**src/rtl/pc_seq_ctrl_pkg.sv**
```systemverilog
// Shared encodings and defaults for the fetch-stage PC sequencer.
package pc_seq_ctrl_pkg;

    localparam int unsigned XLEN   = 32;
    localparam int unsigned CTRL_W = 3;
    localparam int unsigned CNT_W  = 16;

    // PC mux select encodings
    typedef enum logic [CTRL_W-1:0] {
        NPC_PC4   = 3'b000,
        NPC_BR    = 3'b001,
        NPC_JR    = 3'b010,
        NPC_J_JAL = 3'b011,
        NPC_JI    = 3'b100
    } npc_ctrl_e;

    // Sequencer states: sequential fetch, or fetching a delay slot
    typedef enum logic {
        ST_SEQ = 1'b0,
        ST_DS  = 1'b1
    } state_e;

    localparam logic [XLEN-1:0] RESET_PC_DEF = 32'h0000_3000;
    localparam logic [XLEN-1:0] PC_MIN_DEF   = 32'h0000_3000;
    localparam logic [XLEN-1:0] PC_MAX_DEF   = 32'h0000_4FFC;

    // A fetch target is illegal if misaligned or outside [lo, hi]
    function automatic logic addr_illegal(input logic [XLEN-1:0] a,
                                          input logic [XLEN-1:0] lo,
                                          input logic [XLEN-1:0] hi);
        return (a[1:0] != 2'b00) || (a < lo) || (a > hi);
    endfunction

endpackage

```
**src/rtl/pc_seq_ctrl.sv**
```systemverilog
// Fetch-stage PC sequencer: PC register, mux select, delay-slot tracking,
// redirect counting and illegal-target detection.
module pc_seq_ctrl
    import pc_seq_ctrl_pkg::*;
#(
    parameter logic [31:0] RESET_PC = RESET_PC_DEF,
    parameter logic [31:0] PC_MIN   = PC_MIN_DEF,
    parameter logic [31:0] PC_MAX   = PC_MAX_DEF
) (
    input  logic                clk,
    input  logic                reset,
    input  logic                stall,
    input  logic                d_branch,
    input  logic                d_br_taken,
    input  logic                d_jr,
    input  logic                d_j_jal,
    input  logic                exc_req,
    input  logic [XLEN-1:0]     npc_in,
    output logic [CTRL_W-1:0]   npc_ctrl,
    output logic [XLEN-1:0]     pc,
    output logic [XLEN-1:0]     pc4,
    output logic                f_in_ds,
    output logic                flush,
    output logic                addr_err,
    output logic [CNT_W-1:0]    redir_cnt
);

    state_e             state_q, state_d;
    npc_ctrl_e          npc_sel;
    logic               adv;
    logic               is_ctrl;
    logic [XLEN-1:0]    pc_q, pc_d;
    logic [CNT_W-1:0]   cnt_q, cnt_d;
    logic               err_q, err_d;

    // An exception redirect always advances, even through a stall
    assign adv     = !stall || exc_req;
    assign is_ctrl = d_branch || d_jr || d_j_jal;

    // State register
    always_ff @(posedge clk) begin
        if (reset) begin
            state_q <= ST_SEQ;
        end else begin
            state_q <= state_d;
        end
    end

    // Next state: a control instruction opens a delay slot; the slot closes on the next advance
    always_comb begin
        state_d = state_q;
        if (exc_req) begin
            state_d = ST_SEQ;
        end else if (adv) begin
            case (state_q)
                ST_SEQ:  state_d = is_ctrl ? ST_DS : ST_SEQ;
                ST_DS:   state_d = ST_SEQ;
                default: state_d = ST_SEQ;
            endcase
        end
    end

    // Outputs: prioritised mux select, flush strobe, delay-slot flag
    always_comb begin
        npc_sel = NPC_PC4;
        flush   = 1'b0;
        f_in_ds = (state_q == ST_DS);
        if (!reset) begin
            if (exc_req) begin
                npc_sel = NPC_JI;
                flush   = 1'b1;
            end else if (stall) begin
                npc_sel = NPC_PC4;
            end else if (d_jr) begin
                npc_sel = NPC_JR;
            end else if (d_j_jal) begin
                npc_sel = NPC_J_JAL;
            end else if (d_branch && d_br_taken) begin
                npc_sel = NPC_BR;
            end
        end
    end

    // Datapath next values: PC load, saturating redirect count, sticky error
    always_comb begin
        pc_d  = pc_q;
        cnt_d = cnt_q;
        err_d = err_q;
        if (adv) begin
            pc_d = npc_in;
            if ((npc_sel != NPC_PC4) && (cnt_q != '1)) begin
                cnt_d = cnt_q + CNT_W'(1);
            end
            if (addr_illegal(npc_in, PC_MIN, PC_MAX)) begin
                err_d = 1'b1;
            end
        end
    end

    // Datapath registers
    always_ff @(posedge clk) begin
        if (reset) begin
            pc_q  <= RESET_PC;
            cnt_q <= '0;
            err_q <= 1'b0;
        end else begin
            pc_q  <= pc_d;
            cnt_q <= cnt_d;
            err_q <= err_d;
        end
    end

    assign npc_ctrl  = npc_sel;
    assign pc        = pc_q;
    assign pc4       = pc_q + XLEN'(4);
    assign addr_err  = err_q;
    assign redir_cnt = cnt_q;

endmodule

```
**config.mk**
```make
export PLATFORM = sky130hd
export DESIGN_NAME = pc_seq_ctrl
export DESIGN_NICKNAME = d
export VERILOG_FILES = /design/src/rtl/pc_seq_ctrl_pkg.sv /design/src/rtl/pc_seq_ctrl.sv
export SDC_FILE = /design/constraint.sdc
export NUM_CORES = 1
export LEC_CHECK = 0
export ABC_AREA = 1
export CAP_MARGIN = 0
export CORE_ASPECT_RATIO = 1.4
export CORE_MARGIN = 8
export CORE_UTILIZATION = 48
export CTS_BUF_LIST = sky130_fd_sc_hd__clkbuf_8
export DETAILED_ROUTE_END_ITERATION = 8
export PLACE_DENSITY = 0.95
export SKIP_LAST_GASP = 1
export SYNTH_ARGS = -nofsm -noshare
export SYNTH_HDL_FRONTEND = slang
export SYNTH_SLANG_ARGS = --single-unit
export TNS_END_PERCENT = 10
```
**constraint.sdc**
```tcl
create_clock -name clk -period 2.79 [get_ports clk]
set_input_delay 0.6975 -clock clk [delete_from_list [all_inputs] [get_ports clk]]
set_output_delay 0.6975 -clock clk [all_outputs]
set_load 0.05 [all_outputs]
```
==> out/metrics.csv <==
metric;value;unit
status;finished, violations left;
failing checks;setup timing;
shortest clock period the worst path allows after layout;2.817;ns
number of warnings issued by yosys;0;
Diodes inserted;0;
crit-path max FO;5;
initial antenna violation count;0;
CP max stage cell;dfxtp_1;
post-synth net total;524;
mean area per synthesized cell;6.474;um2
number of iterations in the first detailed-routing pass;5;
remaining design rule violation count;0;
total clock buffers created by CTS;5;
hold-fix buffers at CTS;0;
non-filler instance count after layout;680;
final routed wire length divided by cell count;16.80;um
CTS Sinks;50;
count of distinct cell types in the synthesized netlist;31;
Hold Path Cell Cnt;2;
number of top-level pins;126;
Max Fclk;355.0;MHz
Hold Startpoint;addr_err;
aggregate global routing overflow;0;
Detailed Route WL;11430;um
effective utilization at floorplan;48.47;%
area of placed instances;4621;um2
post-route cell area;4751;um2
LEAKAGE;1.976;nW
netlist area before placement;3120;um2
Tightest Hold Check Type;register to register;
setup repair after global routing missed its margin;true;
worst reg2reg setup slack;1.12;ns
post-synthesis sequential area ratio;32.08;%
post-placement cell count;672;
kind of start point of the critical path;register;
number of vias per cell;5.534;
CP cell instances;ha_2 > inv_1 > nor2_1 > nand2_1 > nor2_1 > xor2_1 > buf_12;
first-pass GRT wire length;18640;um
EDFF count, synth;0;
clock tree from TritonCTS;built;
area share of the largest cell type after synthesis;32.08;%
worst supply voltage drop on vdd;0.2808;mV
sort of element at the end of the critical path;output pin;
minimum setup slack after placement;0.2930;ns
total negative setup slack;-0.02695;ns
number of rows in the core area;35;
starting DRC count in detailed routing;389;
sum of buffers and inverters on the critical path;2;
chip width;84.15;um
final setup slack of the worst path;-0.02695;ns
leading post-synthesis cells by cell area;dfxtp_1 32%, nand2_1 14%, nor2_1 10%;
maximum capacitance violations;0;
root buffer cell;clkbuf_8;
depth of the most critical reg-to-reg path;9;
cell with the most instances after synthesis;nand2_1;
fraction of the cycle the final worst path needs;101.0;%
count of cell instances traversed by the critical path;7;
fraction of registers with async set/reset;0;%
Slew headroom;64.53;%
post-detailed-route count of antenna-violating nets;0;
number of standard cells after synthesis;482;
core area;6437;um2
DR vias;3763;
Post-synth top cells;114 x nand2_1, 83 x nor2_1, 53 x inv_1;
Setup Skew;0.006070;ns
cell family with most CP delay;simple AND/OR/NAND/NOR gates;
worst-skew pair later-pin latency;0.30;ns
path type of the worst setup path;register to output pin;
via count of the first global-routing pass;3778;
areal power density over the cells;430.8;nW/um2
slew of the pin with the lowest slew margin;0.5304;ns
CP max stage delay;0.44;ns
pin count of the biggest net entering global routing;44;
most used flip-flop cell after synthesis;dfxtp_1;
register bit total from synthesis;50;
Crit path arrival time;2.12;ns
max-slew violation count;0;
clk slew on worst S/H paths;0.10;ns
Global Route Usage Sum;23.83;%
die height;111.4;um
number of H-tree levels;2;
Top cell by count, worst path;nor2_1;
total count of hold-check failures in the final report;0;
die outline area;9374;um2
number of port buffers;125;
Critical R2R Capture;redir_cnt[0];
biggest area consumer among synthesized cells;dfxtp_1;
net count of the finished layout;647;
hpwl dp;9020;um
end point of the worst hold path;addr_err;
Max Buffers Root-to-Sink;2;
origin of the critical flop-to-flop path;redir_cnt[0];
Design Power;0.002047;W
final setup vio count;1;
CP Data Required Time;2.09;ns
ratio of cells with drive above 1 in the final layout;13.04;%
Placer Congestion;1.067;
area growth from synthesis to layout;52.25;%
fillcell total;437;
layout make-up:
class	count	area, um2	area share [%]
clock buffer	5	68.82	1.449
clock inverter	3	43.79	0.9218
inverter	57	216.5	4.556
multi-input combinational	358	1814	38.19
sequential	50	1002	21.10
tap	74	92.59	1.949
timing repair buffer	133	1513	31.84
logic make-up after synthesis:
kind of cell | after synthesis | share of synthesized area, %
buf+inv | 74 | 10.59
xor+xnor | 34 | 9.543
compound gates | 64 | 11.55
flops | 50 | 32.08
simple gates | 258 | 35.45
fa+ha+maj | 2 | 0.8018
how the worst max path moves through the flow:
stage | slack [ns] | from | to
6_report | -0.03 | pc[3] | pc4[18]
5_1_grt | -0.12 | pc[3] | pc4[18]
3_5_place_dp | 0.29 | pc[5] | pc4[9]
2_1_floorplan | -0.18 | pc[3] | pc4[18]
3_3_place_gp | 0.39 | pc[5] | pc4[9]
4_1_cts | -0.004 | pc[3] | pc4[20]
what timing repair did:
action | in CTS | in global routing
endpoints found under the hold margin | 0 | 0
gates resized for setup | 1 | 6
setup endpoints to repair | 2 | 13
buffers inserted | 0 | 0
worst min-delay path: stages, from the launching register on:
cell and delay, ns:
dfxtp_1 0.32, inv_1 0.05, a21oi_1 0.05
report_power, final:
group | total (W) | leakage, nW | internal [W] | switching, W
clock | 0.000531 | 0.0585 | 0.000269 | 0.000262
combinational | 0.000704 | 1.50 | 0.000265 | 0.000440
sequential | 0.000811 | 0.413 | 0.000752 | 0.0000587
total | 0.00205 | 1.98 | 0.00129 | 0.000760
state kept, by name, indices dropped and copies added, names as in the netlist:
name,flops
pc,32
f_in_ds,1
addr_err,1
redir_cnt,16
routing by layer:
layer / up-vias / global-route usage, % / share of wire (%)
li1: 1765 / - / -
met4: 0 / 9.364 / 3.2
met1: 1720 / 24.57 / 35
met2: 236 / 43.70 / 53
met5: - / 0 / 0
met3: 42 / 6.501 / 9.3
metrics by stage:
| step | hold slack [ns] | util [%] |
|---|---|---|
| after floorplan | 0.6677 | - |
| after global placement | 0.4419 | 71.78 |
| after detailed placement | 0.4567 | 71.78 |
| after CTS | 0.4705 | 73.51 |
| after global routing | 0.5143 | 73.80 |
| final | 0.4585 | 73.80 |
cells in the final DEF, fill, tap and decap left out:
cell type	count
or2_1	1
nor2_1	80
a21oi_2	10
nand2_1	114
nand4_1	11
buf_12	22
clkinv_2	1
inv_4	1
nor2_4	1
buf_4	15
inv_1	53
bufinv_16	1
ha_1	1
inv_6	1
o21ai_0	31
inv_2	3
nand3_2	3
nand3_1	19
nand2_4	1
dfxtp_1	49
xnor2_1	11
xor2_1	21
ha_2	1
dfxtp_2	1
clkdlybuf4s50_1	95
xor2_2	2
nor3_1	15
o211ai_1	1
dlygate4sd2_1	1
nor2_2	8
nor3_2	1
a21oi_1	18
o21ai_1	4
clkbuf_8	5
nand3b_1	2
nand2_2	2
Note: power is estimated with default switching activity, not from simulation.
